===== src/rtl/clk_rst_pkg.sv =====
// rtl/clk_rst_pkg.sv - shared types and helpers for clock/reset sequencing logic
package clk_rst_pkg;

   // Sequencer states, in the order a clean power-up walks through them
   typedef enum logic [1:0] {
      WAIT_LOCK = 2'd0,
      STABLE    = 2'd1,
      RELEASE   = 2'd2,
      RUN       = 2'd3
   } seq_state_t;

   // Bits needed to hold any value in 0..max_value (never less than one bit)
   function automatic int cnt_width(input int max_value);
      int w;
      w = 1;
      for (int i = 1; i < 31; i++) begin
         if ((1 << i) <= max_value) w = i + 1;
      end
      return w;
   endfunction

endpackage


===== src/rtl/lock_reset_sequencer_if.sv =====
// rtl/lock_reset_sequencer_if.sv - control and status bundle of the lock qualifier / reset sequencer
interface lock_reset_sequencer_if #(
   parameter int NUM_CHANNELS = 4,
   parameter int CNT_WIDTH    = 8
);
   logic                    pll_locked;
   logic                    soft_reset;
   logic                    clear_loss;
   logic                    locked;
   logic [NUM_CHANNELS-1:0] chan_rst_n;
   logic                    all_ready;
   logic [CNT_WIDTH-1:0]    loss_count;

   // Side that owns the MMCM flag and the software controls
   modport master (
      output pll_locked, soft_reset, clear_loss,
      input  locked, chan_rst_n, all_ready, loss_count
   );

   // Sequencer side
   modport slave (
      input  pll_locked, soft_reset, clear_loss,
      output locked, chan_rst_n, all_ready, loss_count
   );
endinterface


===== src/rtl/sync_bit.sv =====
// rtl/sync_bit.sv - multi-flop synchroniser for a single asynchronous flag
module sync_bit #(
   parameter int SYNC_STAGES = 2
) (
   input  logic clk_in,
   input  logic reset_n,
   input  logic din,
   output logic dout
);
   logic [SYNC_STAGES-1:0] sync_q;

   // Shift the raw flag through the chain; everything clears to 0 on reset
   always_ff @(posedge clk_in or negedge reset_n) begin
      if (!reset_n) begin
         sync_q <= '0;
      end else begin
         sync_q <= {sync_q[SYNC_STAGES-2:0], din};
      end
   end

   assign dout = sync_q[SYNC_STAGES-1];
endmodule


===== src/rtl/lock_reset_sequencer.sv =====
// rtl/lock_reset_sequencer.sv - qualifies MMCM lock and releases domain resets in staggered order
module lock_reset_sequencer
   import clk_rst_pkg::*;
#(
   parameter int NUM_CHANNELS   = 4,
   parameter int LOCK_CYCLES    = 5,
   parameter int STAGGER_CYCLES = 16,
   parameter int SYNC_STAGES    = 2,
   parameter int CNT_WIDTH      = 8
) (
   input logic                   clk_in,
   input logic                   reset_n,
   lock_reset_sequencer_if.slave bus
);
   localparam int STAB_W = cnt_width(LOCK_CYCLES);
   localparam int STAG_W = cnt_width(STAGGER_CYCLES);

   localparam logic [STAB_W-1:0]       STAB_LAST  = STAB_W'(LOCK_CYCLES - 1);
   localparam logic [STAG_W-1:0]       STAG_LAST  = STAG_W'(STAGGER_CYCLES - 1);
   localparam logic [CNT_WIDTH-1:0]    LOSS_MAX   = '1;
   localparam logic [CNT_WIDTH-1:0]    LOSS_ONE   = CNT_WIDTH'(1);
   localparam logic [NUM_CHANNELS-1:0] CHAN_FIRST = NUM_CHANNELS'(1);

   seq_state_t              state_q, state_d;
   logic                    lock_s;
   logic [STAB_W-1:0]       stab_q, stab_d;
   logic [STAG_W-1:0]       stag_q, stag_d;
   logic                    locked_q, locked_d;
   logic [NUM_CHANNELS-1:0] chan_q, chan_d;
   logic [NUM_CHANNELS-1:0] chan_shift;
   logic                    ready_q, ready_d;
   logic [CNT_WIDTH-1:0]    loss_q, loss_d;
   logic                    qualify;
   logic                    stag_wrap;
   logic                    loss_evt;

   // pll_locked is only ever looked at through this synchroniser
   sync_bit #(
      .SYNC_STAGES (SYNC_STAGES)
   ) u_lock_sync (
      .clk_in  (clk_in),
      .reset_n (reset_n),
      .din     (bus.pll_locked),
      .dout    (lock_s)
   );

   // stab_q is 0 in WAIT_LOCK, so LOCK_CYCLES=1 qualifies straight from WAIT_LOCK
   assign qualify    = !bus.soft_reset && lock_s &&
                       ((state_q == WAIT_LOCK) || (state_q == STABLE)) &&
                       (stab_q == STAB_LAST);
   assign stag_wrap  = (stag_q == STAG_LAST);
   // Channels release strictly in order, so the next pattern is a shift-in of a 1
   assign chan_shift = (chan_q << 1) | CHAN_FIRST;
   // Drops during STABLE are glitches, not losses; soft_reset masks losses
   assign loss_evt   = !bus.soft_reset && !lock_s &&
                       ((state_q == RELEASE) || (state_q == RUN));

   // State register
   always_ff @(posedge clk_in or negedge reset_n) begin
      if (!reset_n) begin
         state_q <= WAIT_LOCK;
      end else begin
         state_q <= state_d;
      end
   end

   // Next-state: soft_reset wins, then any lock drop restarts qualification
   always_comb begin
      state_d = state_q;
      if (bus.soft_reset) begin
         state_d = WAIT_LOCK;
      end else begin
         case (state_q)
            WAIT_LOCK, STABLE: begin
               if (!lock_s) begin
                  state_d = WAIT_LOCK;
               end else if (qualify) begin
                  state_d = (NUM_CHANNELS == 1) ? RUN : RELEASE;
               end else begin
                  state_d = STABLE;
               end
            end
            RELEASE: begin
               if (!lock_s) begin
                  state_d = WAIT_LOCK;
               end else if (stag_wrap && (&chan_shift)) begin
                  state_d = RUN;
               end
            end
            RUN: begin
               if (!lock_s) state_d = WAIT_LOCK;
            end
            default: state_d = WAIT_LOCK;
         endcase
      end
   end

   // Next values of counters and registered outputs
   always_comb begin
      stab_d   = stab_q;
      stag_d   = stag_q;
      locked_d = locked_q;
      chan_d   = chan_q;
      ready_d  = ready_q;
      loss_d   = loss_q;

      if (bus.soft_reset || !lock_s) begin
         stab_d   = '0;
         stag_d   = '0;
         locked_d = 1'b0;
         chan_d   = '0;
         ready_d  = 1'b0;
      end else begin
         case (state_q)
            WAIT_LOCK, STABLE: begin
               if (qualify) begin
                  stab_d   = '0;
                  stag_d   = '0;
                  locked_d = 1'b1;
                  chan_d   = CHAN_FIRST;
                  ready_d  = (NUM_CHANNELS == 1);
               end else begin
                  stab_d = stab_q + 1'b1;
               end
            end
            RELEASE: begin
               if (stag_wrap) begin
                  stag_d  = '0;
                  chan_d  = chan_shift;
                  ready_d = &chan_shift;
               end else begin
                  stag_d = stag_q + 1'b1;
               end
            end
            default: begin
            end
         endcase
      end

      // A loss on the same edge as a clear leaves exactly one recorded loss
      if (bus.clear_loss) loss_d = '0;
      if (loss_evt) begin
         if (bus.clear_loss) begin
            loss_d = LOSS_ONE;
         end else if (loss_q != LOSS_MAX) begin
            loss_d = loss_q + 1'b1;
         end
      end
   end

   // Counter and output registers
   always_ff @(posedge clk_in or negedge reset_n) begin
      if (!reset_n) begin
         stab_q   <= '0;
         stag_q   <= '0;
         locked_q <= 1'b0;
         chan_q   <= '0;
         ready_q  <= 1'b0;
         loss_q   <= '0;
      end else begin
         stab_q   <= stab_d;
         stag_q   <= stag_d;
         locked_q <= locked_d;
         chan_q   <= chan_d;
         ready_q  <= ready_d;
         loss_q   <= loss_d;
      end
   end

   assign bus.locked     = locked_q;
   assign bus.chan_rst_n = chan_q;
   assign bus.all_ready  = ready_q;
   assign bus.loss_count = loss_q;
endmodule


===== src/flat_wrapper.sv =====
// flat-port wrapper written by rule: the top's interface ports become plain ports
module lock_reset_sequencer_flat import clk_rst_pkg::*;
#(
   parameter int NUM_CHANNELS   = 4,
   parameter int LOCK_CYCLES    = 5,
   parameter int STAGGER_CYCLES = 16,
   parameter int SYNC_STAGES    = 2,
   parameter int CNT_WIDTH      = 8
)
  (clk_in, reset_n, bus_pll_locked, bus_soft_reset, bus_clear_loss, bus_locked, bus_chan_rst_n, bus_all_ready, bus_loss_count);
  lock_reset_sequencer_if #(.NUM_CHANNELS(NUM_CHANNELS), .CNT_WIDTH(CNT_WIDTH)) bus_i ();
  input logic clk_in;
  input logic reset_n;
  input wire logic [$bits(bus_i.pll_locked)-1:0] bus_pll_locked;
  input wire logic [$bits(bus_i.soft_reset)-1:0] bus_soft_reset;
  input wire logic [$bits(bus_i.clear_loss)-1:0] bus_clear_loss;
  output wire logic [$bits(bus_i.locked)-1:0] bus_locked;
  output wire logic [$bits(bus_i.chan_rst_n)-1:0] bus_chan_rst_n;
  output wire logic [$bits(bus_i.all_ready)-1:0] bus_all_ready;
  output wire logic [$bits(bus_i.loss_count)-1:0] bus_loss_count;
  assign bus_i.pll_locked = bus_pll_locked;
  assign bus_i.soft_reset = bus_soft_reset;
  assign bus_i.clear_loss = bus_clear_loss;
  assign bus_locked = bus_i.locked;
  assign bus_chan_rst_n = bus_i.chan_rst_n;
  assign bus_all_ready = bus_i.all_ready;
  assign bus_loss_count = bus_i.loss_count;
  lock_reset_sequencer #(.NUM_CHANNELS(NUM_CHANNELS), .LOCK_CYCLES(LOCK_CYCLES), .STAGGER_CYCLES(STAGGER_CYCLES), .SYNC_STAGES(SYNC_STAGES), .CNT_WIDTH(CNT_WIDTH)) u_core (.clk_in(clk_in), .reset_n(reset_n), .bus(bus_i));
endmodule

===== config.mk =====
export PLATFORM = sky130hd
export DESIGN_NAME = lock_reset_sequencer_flat
export DESIGN_NICKNAME = d
export VERILOG_FILES = /design/src/rtl/clk_rst_pkg.sv /design/src/rtl/lock_reset_sequencer_if.sv /design/src/rtl/sync_bit.sv /design/src/rtl/lock_reset_sequencer.sv /design/src/flat_wrapper.sv
export SDC_FILE = /design/constraint.sdc
export NUM_CORES = 1
export LEC_CHECK = 0
export CAP_MARGIN = 25
export CORE_MARGIN = 10
export CORE_UTILIZATION = 52
export CTS_CLUSTER_DIAMETER = 50
export DETAILED_ROUTE_END_ITERATION = 8
export PLACE_DENSITY = 0.87
export SYNTH_ARGS = -nofsm -noshare
export SYNTH_HDL_FRONTEND = slang
export SYNTH_HIERARCHICAL = 1
export SYNTH_SLANG_ARGS = --single-unit

===== constraint.sdc =====
create_clock -name clk_in -period 2 [get_ports clk_in]
set_input_delay 0.3 -clock clk_in [delete_from_list [all_inputs] [get_ports clk_in]]
set_output_delay 0.3 -clock clk_in [all_outputs]
set_load 0.05 [all_outputs]

==> results of run 1 <==
-- metrics by stage --
| step | cells | util | worst slack (ps) | hold slack [ps] |
|---|---|---|---|---|
| floorplan | 125 | - | 211.5 | 4.409 |
| global placement | 173 | 0.6639 | 163.0 | 332.8 |
| finish | 177 | 0.6885 | 70.19 | 310.7 |
| CTS | 177 | 0.6863 | 14.50 | 317.5 |
| detailed placement | 173 | 0.6639 | 52.06 | 340.3 |
| global route | 177 | 0.6885 | 3.334 | 332.0 |
-- registers in the layout, indices dropped and copies added, names as in the netlist --
name and flops:
u_core/stab_q 3, u_core/bus.locked 1, u_core/u_lock_sync/sync_q 2, u_core/bus.all_ready 1, u_core/bus.loss_count 8, u_core/stag_q 5, u_core/state_q 2, u_core/bus.chan_rst_n 4
-- cells by family after synthesis --
family          Yosys count  synth area share
simple gates             54            0.2471
mux                       5           0.03973
compound gates           29            0.1473
buf+inv                   7           0.02326
fa+ha+maj                 4           0.03876
flops                    26            0.5039
-- power by group through the flow --
| stage | registers [mW] | clock network [mW] | logic (mW) |
|---|---|---|---|
| 2_1_floorplan | 0.550 | 0 | 0.0218 |
| 6_report | 0.537 | 0.357 | 0.0577 |
| 4_1_cts | 0.537 | 0.367 | 0.0587 |
| 3_5_place_dp | 0.547 | 0 | 0.0586 |
| 5_1_grt | 0.539 | 0.394 | 0.0649 |
| 3_3_place_gp | 0.547 | 0 | 0.0560 |
-- area by class of cell --
| type | instances | area [um^2] |
|---|---|---|
| inverters | 5 | 18.77 |
| multi-input cells | 92 | 610.6 |
| repair buffers | 22 | 214.0 |
| clock buffers | 3 | 22.52 |
| well taps | 28 | 35.03 |
| fillers | 177 | 715.7 |
| flip-flops and latches | 26 | 650.6 |
| clock inverters | 1 | 30.03 |
-- placed cells by master, fill, tap and decap left out, types with 2 or more instances in the layout --
| master | instances |
|---|---|
| inv_1 | 5 |
| a22o_1 | 3 |
| nand2_1 | 7 |
| o211ai_1 | 2 |
| nand3_1 | 6 |
| clkbuf_4 | 3 |
| a21oi_1 | 10 |
| nor2_1 | 15 |
| nand4_1 | 3 |
| dfrtp_1 | 26 |
| or4_1 | 2 |
| dlymetal6s2s_1 | 2 |
| buf_4 | 4 |
| mux2i_1 | 4 |
| nor3b_4 | 2 |
| clkdlybuf4s50_1 | 15 |
| o31ai_1 | 2 |
| a21o_1 | 2 |
| ha_1 | 4 |
| a211oi_1 | 2 |
| nor3_1 | 5 |
| nand2b_1 | 4 |
| nand4b_1 | 2 |
| o21ai_1 | 3 |
| nor2b_1 | 2 |
-- per-layer routing --
metal | global-route usage | part of all wire | up-vias
met3 | 0.03281 | 0.050 | 4
li1 | - | - | 512
met1 | 0.1440 | 0.46 | 485
met2 | 0.1738 | 0.47 | 21
met5 | 0 | 0 | -
met4 | 0.04783 | 0.016 | 0
-- worst paths after layout --
kind	start	endpoint	slack (ps)	cells past startpoint
min reg2reg	u_core/u_lock_sync/sync_q[0]	u_core/u_lock_sync/sync_q[1]	370	0
min	reset_n	u_core/stag_q[4]	310	2
max	u_core/bus.loss_count[1]	bus_loss_count[1]	70	1
max in group asynchronous	reset_n	u_core/stab_q[1]	1420	2
min in group clk_in	u_core/u_lock_sync/sync_q[0]	u_core/u_lock_sync/sync_q[1]	370	0
max reg2reg	u_core/stag_q[0]	u_core/stag_q[3]	170	5
-- timing repair --
item | in CTS | in global routing
resized for setup | 1 | 2
pin swaps | 0 | 0
setup endpoints to repair | 1 | 2
==> results_dict.tcl, run 1 <==
set metrics [dict create \
    powerDensity_mw_per_mm2 602.2 \
    die_area_mm2 0.004876 \
    numCtsBuffers 3 \
    synth_top_area_share 0.5039 \
    hold_buffers 0 \
    maxSlewViolCount 0 \
    p_comb_frac 0.061 \
    avgSynthCellArea_um2 10.33 \
    clkPwrFrac 0.375 \
    drcViolationCount 0 \
    cts.clk_slew.worst_paths_ps 150 \
    rsz0062_at_grt "no" \
    finalSetupViolCount 0 \
    min_period_ps 1930 \
    critical_path_peak_fanout 6 \
    placedInstanceArea_mm2 0.001525 \
    port_buffers 18 \
    crit_family "buffers and inverters" \
    netlist_instances 125 \
    start_kind "register" \
    swShare 0.2048 \
    hold_class "primary input to async pin" \
    diodes 0 \
    async_reset_ff_frac 1.000 \
    antenna_left 0 \
    grt_overflow_total 0 \
    synth_top_flop_cell "dfrtp_1" \
    finClkSkew_ps 15.89 \
    cts_tree "done" \
    arrival_ps 1630 \
    drt_iter0_markers 86 \
    antenna_found_initial 0 \
    worstPathCellList "clkdlybuf4s50_1" \
    post_cts_buffers 0 \
    synth_area_mm2 0.001291 \
    wl_per_cell_um 15.24 \
    grt_pass1_vias 1025 \
    nets 159 \
    ys_warn_count 6 \
    firstDrtPassIters 4 \
    ctsRootBufferMaster "clkbuf_4" \
    totalPowerFinal_mw 0.9524 \
    syn_to_final_growth_pct 22.48 \
    gp_congestion 0.7707 \
    htree_levels 1 \
    setup.worst_path.class "register to output port" \
    leakagePower_nw 0.7208 \
    syn_nets 134 \
    worst_pin_slew_ps 515.0 \
    synth_common_cells "dfrtp_1, nor2_1, a21oi_1" \
    grt_max_degree 27 \
    drive_above_1_share 0.08054 \
    grt_usage 0.1136 \
    insertion_delay_ps 320 \
    fmax_mhz 518.2 \
    design.core.area_mm2 0.002297 \
    net-switching-power_mw 0.1951 \
    yosysSeqAreaShare 0.5039 \
    synth_edf_count 0 \
    yosysMostFrequentCell "dfrtp_1" \
    routed-via-count 1022 \
    internal_power_mw 0.7574 \
    drt-total-wl_um 2697 \
    placementRows 17 \
    die_w_um 69.83 \
    max_slew_margin 0.6556 \
    ys_ff_latch 26 \
    worst-path-buf-inv 1 \
    layout_worst_path_cycle_share 0.9649 \
    finalHoldViolCount 0 \
    maxCapViolations 0 \
    seqPwrFrac 0.564 \
    final_area_mm2 0.001582 \
    endpoint_kind "output port" \
    status "finished clean" \
    yosysTopAreaCell "dfrtp_1" \
    via_per_inst 5.774 \
    grt_pass1_wl_um 4802 \
    initial_utilization 0.5621 \
    worstPathRequired_ps 1700 \
    clk_path_buf_depth 2 \
    setup_tns_ps 0 \
    die_h_um 69.83 \
    ys_top_cells_by_area "dfrtp_1, nor2_1, a21oi_1, ha_1, mux2i_1" \
    io_pins 19 \
    ir_drop_mv 0.5706 \
    critical_path.max_stage_delay_ps 840 \
    place_hpwl_um 2034 \
    critPathSlowestCell "clkdlybuf4s50_1" \
    cts.sink_count 26 \
    synthDistinctLibCells 35 \
]
(Power assumes the default switching activity.)
==> run 2, diff against run 1 <==
--- a/config.mk
+++ b/config.mk
@@ -5,12 +5,13 @@
 export SDC_FILE = /design/constraint.sdc
 export NUM_CORES = 1
 export LEC_CHECK = 0
+export ABC_AREA = 1
 export CAP_MARGIN = 25
 export CORE_MARGIN = 10
-export CORE_UTILIZATION = 52
+export CORE_UTILIZATION = 54
 export CTS_CLUSTER_DIAMETER = 50
 export DETAILED_ROUTE_END_ITERATION = 8
-export PLACE_DENSITY = 0.87
+export PLACE_DENSITY = 0.88
 export SYNTH_ARGS = -nofsm -noshare
 export SYNTH_HDL_FRONTEND = slang
 export SYNTH_HIERARCHICAL = 1
==> run 2 against run 1 <==
- total power down 15%
- non-clock buffer count down 3
- final cell count up 36%
- hold slack better by 23 ps
- register-to-register slack better by 450 ps
- critical path type unchanged
- largest power group unchanged
==> results_dict.tcl, run 2 <==
set metrics [dict create \
    max_slew_margin 0.6485 \
    firstDrtPassIters 4 \
    swShare 0.2316 \
    htree_levels 1 \
    syn_nets 199 \
    syn_to_final_growth_pct 16.21 \
    grt_max_degree 27 \
    grt_overflow_total 0 \
    antenna_left 0 \
    endpoint_kind "output port" \
    port_buffers 18 \
    hold_buffers 0 \
    antenna_found_initial 0 \
    start_kind "register" \
    netlist_instances 190 \
    maxSlewViolCount 0 \
    powerDensity_mw_per_mm2 477.6 \
    nets 222 \
    ctsRootBufferMaster "clkbuf_4" \
    finalHoldViolCount 0 \
    seqPwrFrac 0.666 \
    yosysMostFrequentCell "nand2_1" \
    final_cell_mix "nand2_1, dfrtp_1, inv_1" \
    worstPathCellList "clkdlybuf4s50_1" \
    worstPathRequired_ps 1700 \
    yosysTopAreaCell "dfrtp_1" \
    largest_register_ffs 8 \
    maxCapViolations 0 \
    diodes 0 \
    place_hpwl_um 2187 \
    die_w_um 71.98 \
    clkPwrFrac 0.263 \
    utilization 0.6721 \
    drt_iter0_markers 84 \
    finClkSkew_ps 8.488 \
    worst_pin_slew_ps 525.6 \
    synth_area_mm2 0.001459 \
    arrival_ps 1610 \
    synth_common_cells "nand2_1, dfrtp_1, inv_1" \
    setup.worst_path.class "register to output port" \
    wl_per_cell_um 11.90 \
    ys_ff_latch 26 \
    ir_drop_mv 0.4801 \
    synth_top_flop_cell "dfrtp_1" \
    worst_slack_ps 90.82 \
    synth_top_area_share 0.4460 \
    status "finished clean" \
    hold_class "primary input to async pin" \
    insertion_delay_ps 310 \
    layout_worst_path_cycle_share 0.9546 \
    grt_pass1_wl_um 5009 \
    worst-path-buf-inv 1 \
    min_period_ps 1909 \
    instances_no_fill 241 \
    finalSetupViolCount 0 \
    dp_slack_ps 350.0 \
    gp_congestion 0.8091 \
    post_cts_buffers 0 \
    critical_path.max_stage_delay_ps 850 \
    clk_path_buf_depth 2 \
    initial_utilization 0.5784 \
    die_area_mm2 0.005180 \
    yosysSeqAreaShare 0.4460 \
    dp_cells 238 \
    critPathSlowestCell "clkdlybuf4s50_1" \
    ys_top_cells_by_area "dfrtp_1, nand2_1, nand3_1, inv_1, nor2_1" \
    drive_above_1_share 0.1043 \
    design.core.area_mm2 0.002522 \
    placedInstanceArea_mm2 0.001673 \
    via_per_inst 5.191 \
    worstSetupStartpoint "u_core/bus.loss_count[2]" \
    crit_family "buffers and inverters" \
    synthDistinctLibCells 25 \
    ys_warn_count 6 \
    setup_tns_ps 0 \
    final_area_mm2 0.001695 \
    final_common_cell "nand2_1" \
    async_reset_ff_frac 1.000 \
    grt_pass1_vias 1108 \
    cts.clk_slew.worst_paths_ps 130 \
    worstReg2RegStart "u_core/stag_q[0]" \
    critical_path_peak_fanout 5 \
    leakagePower_nw 0.8307 \
    net-switching-power_mw 0.1876 \
    numCtsBuffers 3 \
    die_h_um 71.98 \
    io_pins 19 \
    drcViolationCount 0 \
    cts_tree "done" \
    routed-via-count 1251 \
    p_comb_frac 0.072 \
    cts_resized 0 \
    avgSynthCellArea_um2 7.678 \
    grt_usage 0.1155 \
    drt-total-wl_um 2867 \
    cts.sink_count 26 \
    rsz0062_at_grt "no" \
    placementRows 18 \
    fmax_mhz 523.8 \
    internal_power_mw 0.6222 \
    synth_edf_count 0 \
]
==> run 2: metrics by stage <==
step / total power, mW / hold slack (ps)
finish: 0.8098 / 334.0
global route: 0.8434 / 365.9
CTS: 0.8246 / 344.0
detailed placement: 0.6085 / 341.1
global placement: 0.6070 / 333.7
floorplan: 0.5817 / 4.409
==> run 2: cells by family after synthesis <==
| logic type | synth area share |
|---|---|
| buffers and inverters | 0.06689 |
| AOI/OAI and AO/OA | 0.04288 |
| DFF | 0.4460 |
| adders and majority gates | 0.03431 |
| and+or+nand+nor | 0.3919 |
| xor gates and xnor gates | 0.01801 |
==> run 2: worst paths after layout <==
path / to / slack (ps) / cells past startpoint
worst max-delay path: bus_loss_count[2] / 90 / 1
worst min-delay path: u_core/bus.loss_count[7] / 330 / 2
worst max register to register: u_core/bus.chan_rst_n[2] / 620 / 6
worst min register to register: u_core/u_lock_sync/sync_q[1] / 370 / 0
max in group asynchronous: u_core/stab_q[1] / 1420 / 2
min in group clk_in: u_core/u_lock_sync/sync_q[1] / 370 / 0
==> run 2: layer usage <==
metal | wire [um] | track usage
met2 | 1386 | 0.1833
met1 | 1315 | 0.1492
met3 | 136 | 0.02449
met5 | 0 | 0
met4 | 28 | 0.04516
==> run 2: power by group through the flow <==
| stage | Clock [mW] | Combinational [mW] | Sequential (mW) |
|---|---|---|---|
| after floorplan | 0 | 0.0290 | 0.553 |
| after global placement | 0 | 0.0577 | 0.549 |
| after detailed placement | 0 | 0.0592 | 0.549 |
| after CTS | 0.226 | 0.0593 | 0.539 |
| after global routing | 0.237 | 0.0662 | 0.540 |
| final | 0.213 | 0.0580 | 0.539 |
==> run 2: final cells by class <==
class / count / area (um^2)
Clock buffer: 3 / 22.52
Fill cell: 218 / 827.0
Inverter: 23 / 86.33
Multi-Input combinational cell: 140 / 710.7
Sequential cell: 26 / 650.6
Tap cell: 30 / 37.54
Timing Repair Buffer: 19 / 187.7
==> run 3, diff against run 2 <==
--- a/config.mk
+++ b/config.mk
@@ -9,10 +9,9 @@
 export CAP_MARGIN = 25
 export CORE_MARGIN = 10
 export CORE_UTILIZATION = 54
-export CTS_CLUSTER_DIAMETER = 50
+export CTS_CLUSTER_DIAMETER = 200
 export DETAILED_ROUTE_END_ITERATION = 8
 export PLACE_DENSITY = 0.88
 export SYNTH_ARGS = -nofsm -noshare
 export SYNTH_HDL_FRONTEND = slang
-export SYNTH_HIERARCHICAL = 1
 export SYNTH_SLANG_ARGS = --single-unit
==> run 3 against run 2 <==
- first-iteration DRC count decreased by 44%
- maximum frequency about the same
- non-clock buffer count unchanged
- clock skew decreased by 7.3 ps
- highest routed layer unchanged
==> results_dict.tcl, run 3 <==
set metrics [dict create \
    status "finished clean" \
    ys_top_cells_by_area "dfrtp_1, nand2_1, nand3_1, inv_1, ha_1" \
    yosysMostFrequentCell "nand2_1" \
    gp_congestion 0.8936 \
    finClkSkew_ps 1.188 \
    synth_common_cells "nand2_1, dfrtp_1, inv_1" \
    routed-via-count 1241 \
    insertion_delay_ps 310 \
    port_buffers 18 \
    avgSynthCellArea_um2 7.980 \
    syn_to_final_growth_pct 17.25 \
    grt_pass1_vias 1214 \
    nets 213 \
    instances_no_fill 232 \
    post_cts_buffers 0 \
    finalSetupViolCount 0 \
    cts.clk_slew.worst_paths_ps 130 \
    ctsRootBufferMaster "clkbuf_4" \
    initial_utilization 0.5746 \
    ir_drop_mv 0.4361 \
    die_w_um 71.58 \
    fmax_mhz 523.9 \
    io_pins 19 \
    die_area_mm2 0.005123 \
    worst_pin_slew_ps 505.9 \
    grt_usage 0.1179 \
    placementRows 18 \
    final_cell_mix "nand2_1, dfrtp_1, inv_1, clkdlybuf4s50_1, nand3_1" \
    antenna_found_initial 0 \
    drive_above_1_share 0.1089 \
    setup_tns_ps 0 \
    crit_family "buffers and inverters" \
    critPathSlowestCell "clkdlybuf4s50_1" \
    die_h_um 71.58 \
    hold_buffers 0 \
    min_period_ps 1909 \
    start_kind "register" \
    yosysTopAreaCell "dfrtp_1" \
    clk_path_buf_depth 2 \
    antenna_left 0 \
    cts.sink_count 26 \
    grt_overflow_total 0 \
    critical_path.max_stage_delay_ps 840 \
    cts_tree "done" \
    setup.worst_path.class "register to output port" \
    final_common_cell "nand2_1" \
    largest_register_ffs 8 \
    grt_pass1_wl_um 5175 \
    cts_resized 0 \
    async_reset_ff_frac 1.000 \
    synth_edf_count 0 \
    maxSlewViolCount 0 \
    drt_iter0_markers 47 \
    worst_slack_ps 91.07 \
    worstPathRequired_ps 1700 \
    syn_nets 189 \
    design.core.area_mm2 0.002500 \
    via_per_inst 5.349 \
    numCtsBuffers 3 \
    worst-path-buf-inv 1 \
    synth_area_mm2 0.001436 \
    leakagePower_nw 0.8432 \
    maxCapViolations 0 \
    synth_top_flop_cell "dfrtp_1" \
    ys_warn_count 0 \
    firstDrtPassIters 4 \
    worstPathCellList "clkdlybuf4s50_1" \
    drt-total-wl_um 2986 \
    finalHoldViolCount 0 \
    drcViolationCount 0 \
    synth_top_area_share 0.4530 \
    endpoint_kind "output port" \
    htree_levels 1 \
    powerDensity_mw_per_mm2 487.1 \
    rsz0062_at_grt "no" \
    arrival_ps 1610 \
    dp_cells 229 \
    hold_class "primary input to async pin" \
    critical_path_peak_fanout 6 \
    place_hpwl_um 2357 \
    diodes 0 \
    dp_slack_ps 299.8 \
    layout_worst_path_cycle_share 0.9545 \
    wl_per_cell_um 12.87 \
    netlist_instances 180 \
    grt_max_degree 27 \
    ys_ff_latch 26 \
    synthDistinctLibCells 25 \
    yosysSeqAreaShare 0.4530 \
    max_slew_margin 0.6617 \
]
[run 3: changes by cell type in the layout (fill, tap and decap cells not counted), sizes merged, moves of 2 or more]
| cell | delta |
|---|---|
| nor2 | -3 |
| nand3 | +2 |
| nand4 | -5 |
| nand3b | -2 |
| nand2 | -3 |
[run 3: path summary, 6_finish.rpt]
kind | slack, ps | endpoint | startpoint | depth (start not counted)
setup / recovery | 90 | bus_loss_count[5] | u_core.bus.loss_count[5] | 1
hold / removal | 340 | u_core.bus.loss_count[4] | reset_n | 2
setup reg to reg | 560 | u_core.bus.chan_rst_n[0] | u_core.stag_q[0] | 7
hold reg to reg | 370 | u_core.u_lock_sync.sync_q[1] | u_core.u_lock_sync.sync_q[0] | 0
max in group asynchronous | 1420 | u_core.bus.loss_count[5] | reset_n | 2
min in group clk_in | 370 | u_core.u_lock_sync.sync_q[1] | u_core.u_lock_sync.sync_q[0] | 0
[run 3: layer usage]
metal | vias up | track usage | wire length (um)
met5 | - | 0 | 0
met1 | 593 | 0.1294 | 1225
met3 | 4 | 0.02617 | 156
met2 | 28 | 0.2147 | 1567
met4 | 0 | 0.04301 | 36
li1 | 616 | - | -
[run 3: stage by stage]
stage | hold slack, ps | area [um^2] | util | power [mW]
3_5_place_dp | 340.3 | 1662 | 0.6647 | 0.6164
4_1_cts | 347.7 | 1684 | 0.6737 | 0.8273
3_3_place_gp | 334.2 | 1662 | 0.6647 | 0.6130
5_1_grt | 362.5 | 1684 | 0.6737 | 0.8523
6_report | 341.0 | 1684 | 0.6737 | 0.8204
2_1_floorplan | 4.409 | 1436 | - | 0.5829
[run 3: where the power goes]
| group | switching (mW) | internal [mW] |
|---|---|---|
| clock | 0.145 | 0.0704 |
| sequential | 0.00698 | 0.532 |
| combinational | 0.0442 | 0.0216 |
| total | 0.196 | 0.624 |
[run 3: cells by family (layout without fill, tap and decap cells)]
logic type,Yosys count,after routing,share of synthesized area
AND/OR/NAND/NOR,109,109,0.3789
buffers and inverters,24,46,0.06445
adder cells (fa/ha/maj),4,4,0.03484
XOR/XNOR,3,3,0.01830
AO/OA/AOI/OAI,14,14,0.05052
flip-flops,26,26,0.4530
[run 3: final cells by class]
type	count	area [um^2]
timing repair buffer	19	187.7
fill	220	815.8
clock buffer	3	22.52
inverter	24	92.59
tap	30	37.54
multi-input combinational	130	693.2
sequential	26	650.6
[run 3: worst register-to-register path: cells and delay by family (launching register included)]
kind,cells,cell delay (ps)
AND/OR/NAND/NOR,6,760
flip-flops,1,440
adder cells (fa/ha/maj),1,200
